==> src/rtl/result_display_if.sv <==
// Result bus between the arithmetic unit and the display stage.
// The arithmetic side drives start/op/result and watches busy/done.
interface result_display_if;
  logic       start;
  logic [1:0] op;
  logic [8:0] result;
  logic       busy;
  logic       done;

  modport master (
    output start,
    output op,
    output result,
    input  busy,
    input  done
  );

  modport slave (
    input  start,
    input  op,
    input  result,
    output busy,
    output done
  );
endinterface

==> src/rtl/result_display.sv <==
// Captures an arithmetic result and shows it on four 7-segment digits.
// Binary to BCD runs as a sequential double-dabble, one bit per clock.
module result_display #(
  parameter bit ACTIVE_LOW = 1'b1
) (
  input  logic clk,
  input  logic rst,
  result_display_if.slave bus,
  output logic [7:0] hex3,
  output logic [7:0] hex2,
  output logic [7:0] hex1,
  output logic [7:0] hex0
);

  typedef enum logic [1:0] {
    IDLE,
    CONV,
    UPDATE
  } state_t;

  localparam logic [7:0] BLANK =
    ACTIVE_LOW ? 8'hFF : 8'h00;

  state_t      state_q, state_d;
  logic [7:0]  mag_q, mag_d;
  logic [11:0] bcd_q, bcd_d;
  logic [3:0]  cnt_q, cnt_d;
  logic        neg_q, neg_d;
  logic        err_q, err_d;
  logic        done_q, done_d;
  logic [7:0]  hex3_q, hex3_d;
  logic [7:0]  hex2_q, hex2_d;
  logic [7:0]  hex1_q, hex1_d;
  logic [7:0]  hex0_q, hex0_d;
  logic [11:0] adj;
  logic [19:0] sh;

  function automatic logic [7:0] seg(
    input logic [3:0] d
  );
    logic [7:0] s;
    case (d)
      4'd0:    s = 8'hC0;
      4'd1:    s = 8'hF9;
      4'd2:    s = 8'hA4;
      4'd3:    s = 8'hB0;
      4'd4:    s = 8'h99;
      4'd5:    s = 8'h92;
      4'd6:    s = 8'h82;
      4'd7:    s = 8'hF8;
      4'd8:    s = 8'h80;
      4'd9:    s = 8'h90;
      default: s = 8'hFF;
    endcase
    return s;
  endfunction

  function automatic logic [7:0] pol(
    input logic [7:0] raw
  );
    return ACTIVE_LOW ? raw : ~raw;
  endfunction

  always_comb begin
    state_d = state_q;
    mag_d   = mag_q;
    bcd_d   = bcd_q;
    cnt_d   = cnt_q;
    neg_d   = neg_q;
    err_d   = err_q;
    done_d  = 1'b0;
    hex3_d  = hex3_q;
    hex2_d  = hex2_q;
    hex1_d  = hex1_q;
    hex0_d  = hex0_q;
    adj     = bcd_q;
    sh      = '0;
    unique case (state_q)
      IDLE: begin
        if (bus.start) begin
          neg_d   = 1'b0;
          err_d   = 1'b0;
          bcd_d   = '0;
          cnt_d   = '0;
          state_d = CONV;
          unique case (bus.op)
            2'b00: mag_d = {3'b0, bus.result[8],
                            bus.result[3:0]};
            2'b01: begin
              mag_d = {4'd0, bus.result[3:0]};
              if (bus.result[8]) begin
                mag_d = 8'd16 - {4'd0, bus.result[3:0]};
                neg_d = 1'b1;
              end
            end
            2'b10: mag_d = bus.result[7:0];
            2'b11: begin
              mag_d = bus.result[7:0];
              err_d = bus.result[8];
            end
          endcase
        end
      end
      CONV: begin
        for (int i = 0; i < 3; i++) begin
          if (bcd_q[i*4 +: 4] >= 4'd5)
            adj[i*4 +: 4] = bcd_q[i*4 +: 4] + 4'd3;
        end
        sh    = {adj, mag_q} << 1;
        bcd_d = sh[19:8];
        mag_d = sh[7:0];
        cnt_d = cnt_q + 4'd1;
        if (cnt_q == 4'd7)
          state_d = UPDATE;
      end
      UPDATE: begin
        done_d  = 1'b1;
        state_d = IDLE;
        if (err_q) begin
          hex3_d = pol(8'hFF);
          hex2_d = pol(8'h86);
          hex1_d = pol(8'hAF);
          hex0_d = pol(8'hAF);
        end else begin
          hex3_d = pol(neg_q ? 8'hBF : 8'hFF);
          hex2_d = pol((bcd_q[11:8] == 4'd0) ?
                       8'hFF : seg(bcd_q[11:8]));
          // tens only blank when it is a leading zero
          hex1_d = pol((bcd_q[11:4] == 8'd0) ?
                       8'hFF : seg(bcd_q[7:4]));
          hex0_d = pol(seg(bcd_q[3:0]));
        end
      end
      default: state_d = IDLE;
    endcase
  end

  always_ff @(posedge clk or posedge rst) begin
    if (rst) begin
      state_q <= IDLE;
      mag_q   <= '0;
      bcd_q   <= '0;
      cnt_q   <= '0;
      neg_q   <= 1'b0;
      err_q   <= 1'b0;
      done_q  <= 1'b0;
      hex3_q  <= BLANK;
      hex2_q  <= BLANK;
      hex1_q  <= BLANK;
      hex0_q  <= BLANK;
    end else begin
      state_q <= state_d;
      mag_q   <= mag_d;
      bcd_q   <= bcd_d;
      cnt_q   <= cnt_d;
      neg_q   <= neg_d;
      err_q   <= err_d;
      done_q  <= done_d;
      hex3_q  <= hex3_d;
      hex2_q  <= hex2_d;
      hex1_q  <= hex1_d;
      hex0_q  <= hex0_d;
    end
  end

  assign bus.busy = (state_q != IDLE);
  assign bus.done = done_q;
  assign hex3     = hex3_q;
  assign hex2     = hex2_q;
  assign hex1     = hex1_q;
  assign hex0     = hex0_q;

endmodule

==> src/flat_wrapper.sv <==
// flat-port wrapper written by rule: the top's interface ports become plain ports
module result_display_flat 
#(
  parameter bit ACTIVE_LOW = 1'b1
)
  (clk, rst, hex3, hex2, hex1, hex0, bus_start, bus_op, bus_result, bus_busy, bus_done);
  result_display_if bus_i ();
  input  logic clk;
  input  logic rst;
  output logic [7:0] hex3;
  output logic [7:0] hex2;
  output logic [7:0] hex1;
  output logic [7:0] hex0;
  input wire logic [$bits(bus_i.start)-1:0] bus_start;
  input wire logic [$bits(bus_i.op)-1:0] bus_op;
  input wire logic [$bits(bus_i.result)-1:0] bus_result;
  output wire logic [$bits(bus_i.busy)-1:0] bus_busy;
  output wire logic [$bits(bus_i.done)-1:0] bus_done;
  assign bus_i.start = bus_start;
  assign bus_i.op = bus_op;
  assign bus_i.result = bus_result;
  assign bus_busy = bus_i.busy;
  assign bus_done = bus_i.done;
  result_display #(.ACTIVE_LOW(ACTIVE_LOW)) u_core (.clk(clk), .rst(rst), .bus(bus_i), .hex3(hex3), .hex2(hex2), .hex1(hex1), .hex0(hex0));
endmodule
==> config.mk <==
export PLATFORM = sky130hd
export DESIGN_NAME = result_display_flat
export DESIGN_NICKNAME = d
export VERILOG_FILES = /design/src/rtl/result_display_if.sv /design/src/rtl/result_display.sv /design/src/flat_wrapper.sv
export SDC_FILE = /design/constraint.sdc
export NUM_CORES = 1
export LEC_CHECK = 0
export BUFFER_PORTS_ARGS = -buffer_cell sky130_fd_sc_hd__buf_2
export CAP_MARGIN = 10
export CORE_MARGIN = 4
export CORE_UTILIZATION = 40
export DETAILED_ROUTE_END_ITERATION = 10
export PLACE_DENSITY_LB_ADDON = 0.1
export SETUP_SLACK_MARGIN = 0.02
export SLEW_MARGIN = 40
export SYNTH_ARGS = -nofsm -noshare
export SYNTH_HDL_FRONTEND = slang
export SYNTH_SLANG_ARGS = --single-unit
==> constraint.sdc <==
create_clock -name clk -period 1.45 [get_ports clk]
set_input_delay 0.145 -clock clk [delete_from_list [all_inputs] [get_ports clk]]
set_output_delay 0.145 -clock clk [all_outputs]
set_load 0.01 [all_outputs]
# Word-level counts from Yosys, hierarchy flattened
# Memories as Yosys holds them, arrays and structs flattened.
# Cells that the tools add are included.
dict set report word_totals {
  regBits 61
  rom_bits 336
  in_bits 14
  out_inout_bits 34
  word_cells 65
  n_memories 3
}
# name depth width rd rd_ports_with_merged_regs wr line
set memory_table {}
lappend memory_table {{(no name shown)} 16 7 1 0 0 result_display.sv:42} ;# case (d)
lappend memory_table {{(no name shown)} 16 7 1 0 0 result_display.sv:42}
lappend memory_table {{(no name shown)} 16 7 1 0 0 result_display.sv:42}
dict set report classes {
  add_sub_neg 5
  magnitude_cmp 3
  eq_ne 8
  n_mux 25
  n_reduce_logical 10
}
# op count
set ops {}
lappend ops {{2-to-1 mux 8 bit} 8}
lappend ops {{one-hot mux 12 bit (2 select lines)} 1}
lappend ops {{one-hot mux 8 bit (3 select lines)} 1}
lappend ops {{one-hot mux 8 bit (2 select lines)} 1}
lappend ops {{greater-or-equal comparator 4 x 3 -> 1 bit (second input constant)} 3}
lappend ops {{2-to-1 mux 12 bit} 1}
lappend ops {{2-to-1 mux 4 bit} 3}
lappend ops {{adder 4 x 2 -> 4 bit (second input constant)} 2}
lappend ops {{logical NOT 8 bit} 1}
lappend ops {{one-hot mux 4 bit (2 select lines)} 1}
lappend ops {{2-to-1 mux 7 bit} 1}
lappend ops {{== test 2 bit (second input constant)} 3}
lappend ops {{AND reduction 2 bit} 3}
lappend ops {{subtractor 5 x 4 -> 6 bit (first input constant)} 1}
lappend ops {{adder 4 x 1 -> 4 bit (second input constant)} 1}
lappend ops {{== test 2 x 1 -> 1 bit (second input constant)} 2}
lappend ops {{== test 4 x 3 -> 1 bit (second input constant)} 1}
lappend ops {{logical NOT 2 bit} 2}
lappend ops {{logical NOT 4 bit} 1}
lappend ops {{2-to-1 mux 1 bit} 4}
lappend ops {{2-to-1 mux 2 bit} 2}
lappend ops {{one-hot mux 2 bit (2 select lines)} 1}
lappend ops {{nonzero test 2 bit} 2}
lappend ops {{adder 3 x 2 -> 3 bit (second input constant)} 1}
lappend ops {{4 further kinds} 4}

# Longest topological paths before layout
dict set report depth {
  depth_word 5
  ltp_mapped 7
  ltp_nobuf 7
}

# Least setup slack after synthesis
# OpenSTA, ideal clock, no wires.
dict set report synth_path {
  kind {register -> register}
  from {reg u_core.bcd_q[5]}
  to {reg u_core.bcd_q[6]}
  setup_ns 0.141
  arrival_time_ns 1.386
  required_time_ns 1.309
  setup_slack_ns -0.077
  path_stages_with_launch 7
  path_buffers 0
  synth_period_minus_slack_ns 1.527
  cell_sequence {dfrtp_1 > inv_1 > ha_1 > nand2b_1 > a21oi_1 > mux2i_1 > o22ai_1}
}
dict set report synth_between {
  elab_chain_len 3
  word_cells_on_any_way 4
  cone_classes {add/sub: 1; order compare: 1; mux: 2}
}
# item line
set synth_rtl {}
lappend synth_rtl {{from (decl)} result_display.sv:26} ;# logic [11:0] bcd_q, bcd_d;
lappend synth_rtl {{from (signal assigned)} result_display.sv:142} ;# bcd_q <= '0;
lappend synth_rtl {{from (signal assigned)} result_display.sv:154} ;# bcd_q <= bcd_d;
lappend synth_rtl {{adder 4 x 2 -> 4 bit or greater-or-equal comparator 4 x 3 -> 1 bit (tied branches)} {result_display.sv:107, result_display.sv:106}}
lappend synth_rtl {{2-to-1 mux 4 bit *} result_display.sv:106} ;# if (bcd_q[i*4 +: 4] >= 4'd5)
lappend synth_rtl {{one-hot mux 12 bit (2 select lines) *} result_display.sv:78} ;# unique case (state_q)
# Every way passes the cells marked *; elsewhere a longest branch is shown, timed or not.
# A chain may end at the register's enable or synchronous reset.

# Final worst setup path
dict set report layout_path {
  from {reg u_core.bcd_q[7]}
  to {reg u_core.hex1_q[4], in the netlist u_core.hex1[4]}
}
dict set report layout_between {
  elab_chain_len 3
  word_cells_on_any_way 4
  cone_classes {mux: 2; reduce/logical: 1; memory: 1}
}
# item line
set layout_rtl {}
lappend layout_rtl {{memory read (16 x 7 bit) or logical NOT 8 bit (tied branches)} n/a}
lappend layout_rtl {{2-to-1 mux 8 bit *} result_display.sv:129} ;# hex1_d = pol((bcd_q[11:4] == 8'd0) ?
lappend layout_rtl {{2-to-1 mux 8 bit *} result_display.sv:119} ;# if (err_q) begin
lappend layout_rtl {{to (signal assigned)} result_display.sv:149} ;# hex1_q <= BLANK;
lappend layout_rtl {{to (signal assigned)} result_display.sv:161} ;# hex1_q <= hex1_d;
lappend layout_rtl {{to (decl)} result_display.sv:33} ;# logic [7:0] hex1_q, hex1_d;
# Marked as above.

==> results.json <==
{
  "status": "finished with violations",
  "violations": "setup timing",
  "finClkSkew_ns": 0.008906,
  "avgRoutedWirePerCell_microns": 13.56,
  "async_flop_share_pct": 100.0,
  "synth_cells": 308,
  "grt_overflow": 0,
  "area_growth_pct": 26.95,
  "cts_tree": "yes",
  "cts_made_buffers": 5,
  "setup_viol": 1,
  "antenna_cells": 0,
  "firstDrtPassIters": 4,
  "fin_nets": 409,
  "rsz0062_at_grt": "true",
  "viasPerCell": 4.939,
  "synth-edff-count": 0,
  "hpwl_microns": 4707,
  "power_uw": 8198,
  "r2r_start": "u_core.bcd_q[7]",
  "netlist_area_sq_um": 2883,
  "grt_pass1_vias": 2345,
  "final_cell_mix": "37 x buf_2, 37 x buf_4, 31 x nand2_1, 28 x dfrtp_1, 25 x o21ai_0",
  "yosysWarnings": 0,
  "critical_path.max_stage_delay_ns": 0.55,
  "die_h_microns": 92.90,
  "critical_path_arrival_ns": 1.70,
  "port_buffers": 37,
  "yosysTopAreaCellShare_pct": 25.17,
  "ys_seq_area_share_pct": 45.23,
  "r2r.worst_path.cells": 4,
  "grt_start_max_net_pins": 52,
  "fin_crit_ns": 1.462,
  "place.gp.congestion": 0.8183,
  "max_freq_mhz": 684.1,
  "hold_start": "bus_result[5]",
  "holdPathStages": 3,
  "worstPathCellList": "or4_4 -> or2_4 -> o211ai_2 -> a22o_1",
  "yosysTopAreaCell": "dfrtp_1",
  "die_w_microns": 92.90,
  "root_buffer": "clkbuf_8",
  "crit_family": "simple AND/OR/NAND/NOR gates",
  "core_sq_um": 6907,
  "hp-class": "in -> reg",
  "critPathLaunchType": "flop",
  "syn_avg_cell_area_sq_um": 9.360,
  "path_depth": 4,
  "final_area_sq_um": 3660,
  "h-tree-depth": 2,
  "path_class": "reg -> reg",
  "drt-initial-drc-count": 70,
  "clock_latency_ns": 0.30,
  "ys.flop_type": "dfrtp_1",
  "synth_seq_cells": 51,
  "num_rows": 30,
  "die-area_sq_um": 8629,
  "fin_ws_ns": -0.01183,
  "end_kind": "flop",
  "io_pins": 48,
  "crit_slowest_cell": "or4_4",
  "regToRegSetupSlack_ns": -0.01,
  "period_share_pct": 100.8,
  "drive_gt1_share_pct": 37.04,
  "grt_pass1_wl_microns": 10960,
  "max-vdd-ir-drop_mv": 0.7448,
  "start_util_pct": 41.74,
  "power.leakage_uw": 0.001706,
  "crit_path_max_fanout": 2,
  "worst-path-buf-inv": 0,
  "antenna_found_initial": 0,
  "timing.final.hold_violations": 0,
  "ant_nets": 0,
  "drc": 0,
  "critPathLaunch": "u_core.bcd_q[7]",
  "worstPathRequired_ns": 1.69,
  "grtUsageTotal_pct": 15.78,
  "clock_sinks": 51,
  "vias": 2341,
  "drv_cap": 0,
  "drt-total-wl_microns": 6426,
  "cts_max_path_buffers": 2,
  "tns_ns": -0.01183,
  "place_area_sq_um": 3372,
  "cts.clk_slew.worst_paths_ns": 0.09,
  "powerDensity_nw_per_um2": 2240,
  "synthTopCellsByArea": "dfrtp_1 25%, dfstp_2 20%, ha_1 7.8%",
  "synthDistinctLibCells": 49,
  "report.final.slew_viol_count": 0
}
registers in the layout (all words and copies together), names as in the netlist:
name	cells
u_core.hex3	1
u_core.mag_q	8
u_core.hex0	7
u_core.state_q	2
u_core.cnt_q	4
u_core.neg_q	1
u_core.hex1	7
u_core.hex2	7
u_core.err_q	1
u_core.bcd_q	12
u_core.bus.done	1
cell families after synthesis:
group,count (synthesis),share of synthesized area (%)
other cells,1,0.1301
compound gates,96,21.48
simple gates,76,12.46
mux,5,1.780
xor+xnor,8,2.431
fa+ha+maj,18,7.813
buf+inv,53,8.680
flops,51,45.23
per-stage QoR:
| step | utilization [%] | cells | hold WS (ns) | setup slack [ns] |
|---|---|---|---|---|
| after floorplan | - | 317 | 0.2876 | 0.01087 |
| after global placement | 48.82 | 458 | 0.2123 | 0.007071 |
| after detailed placement | 48.82 | 458 | 0.2174 | -0.07472 |
| after CTS | 50.71 | 467 | 0.06427 | -0.01216 |
| after global routing | 52.99 | 474 | 0.06656 | -0.07709 |
| final | 52.99 | 474 | 0.06939 | -0.01183 |
power by group:
group | switching, uW | leakage, uW | internal, uW | total (uW)
registers | 407 | 0.000594 | 2230 | 2640
clock network | 460 | 0.0000515 | 437 | 897
logic | 2430 | 0.00106 | 2240 | 4670
total | 3300 | 0.00171 | 4900 | 8200
per-layer routing:
| layer | part of all wire [%] | vias up | global-route usage (%) |
|---|---|---|---|
| li1 | - | 1199 | - |
| met1 | 46 | 1101 | 20.30 |
| met2 | 49 | 36 | 27.23 |
| met3 | 3.8 | 5 | 2.681 |
| met4 | 0.98 | 0 | 4.396 |
| met5 | 0 | - | 0 |
path summary, 6_finish.rpt:
kind                                        end
worst max-delay path             u_core.hex1[4]
worst min-delay path            u_core.mag_q[5]
worst max register to register   u_core.hex1[4]
worst min register to register   u_core.hex3[6]
max in group asynchronous        u_core.hex0[4]
min in group asynchronous       u_core.bcd_q[1]
layout make-up:
| type | count | area, sq um |
|---|---|---|
| clock buffer | 8 | 100.1 |
| fill | 685 | 3247 |
| inverter | 27 | 101.3 |
| multi-input combinational | 213 | 1489 |
| sequential | 51 | 1305 |
| tap | 96 | 120.1 |
| timing repair buffer | 79 | 544.3 |
worst register-to-register path, stage by stage, from the launching register on:
cell      delay, ns
dfrtp_1        0.39
or4_4          0.55
or2_4          0.26
o211ai_2       0.07
a22o_1         0.14
synth_stat cells, types with 2 or more instances:
library cell	instances
nand2_1	31
dfrtp_1	29
o21ai_0	27
inv_1	26
dfstp_2	22
a21oi_1	19
ha_1	18
nor2_1	18
buf_4	10
o22ai_1	10
clkbuf_1	9
xnor2_1	7
a22o_1	5
buf_2	5
nand2b_1	5
nand3_1	5
a31oi_1	4
mux2i_1	4
o21a_1	4
a222oi_1	3
nor2b_1	3
nor3_1	3
o211ai_1	3
o22a_1	3
o31ai_1	3
a22oi_1	2
nand4_1	2
o211ai_2	2
o21ai_1	2
o311ai_0	2
o41ai_1	2
or2_2	2
or3b_2	2
repair_timing:
| item | 4_1_cts | 5_1_grt |
|---|---|---|
| gates resized for setup | 6 | 24 |
| buffers inserted | 0 | 7 |
| setup endpoints to repair | 11 | 26 |
| endpoints found under the hold margin | 29 | 0 |
| pin swaps | 2 | 11 |
| hold buffers | 1 | 0 |
No activity file was read; power rests on OpenSTA's default activity.
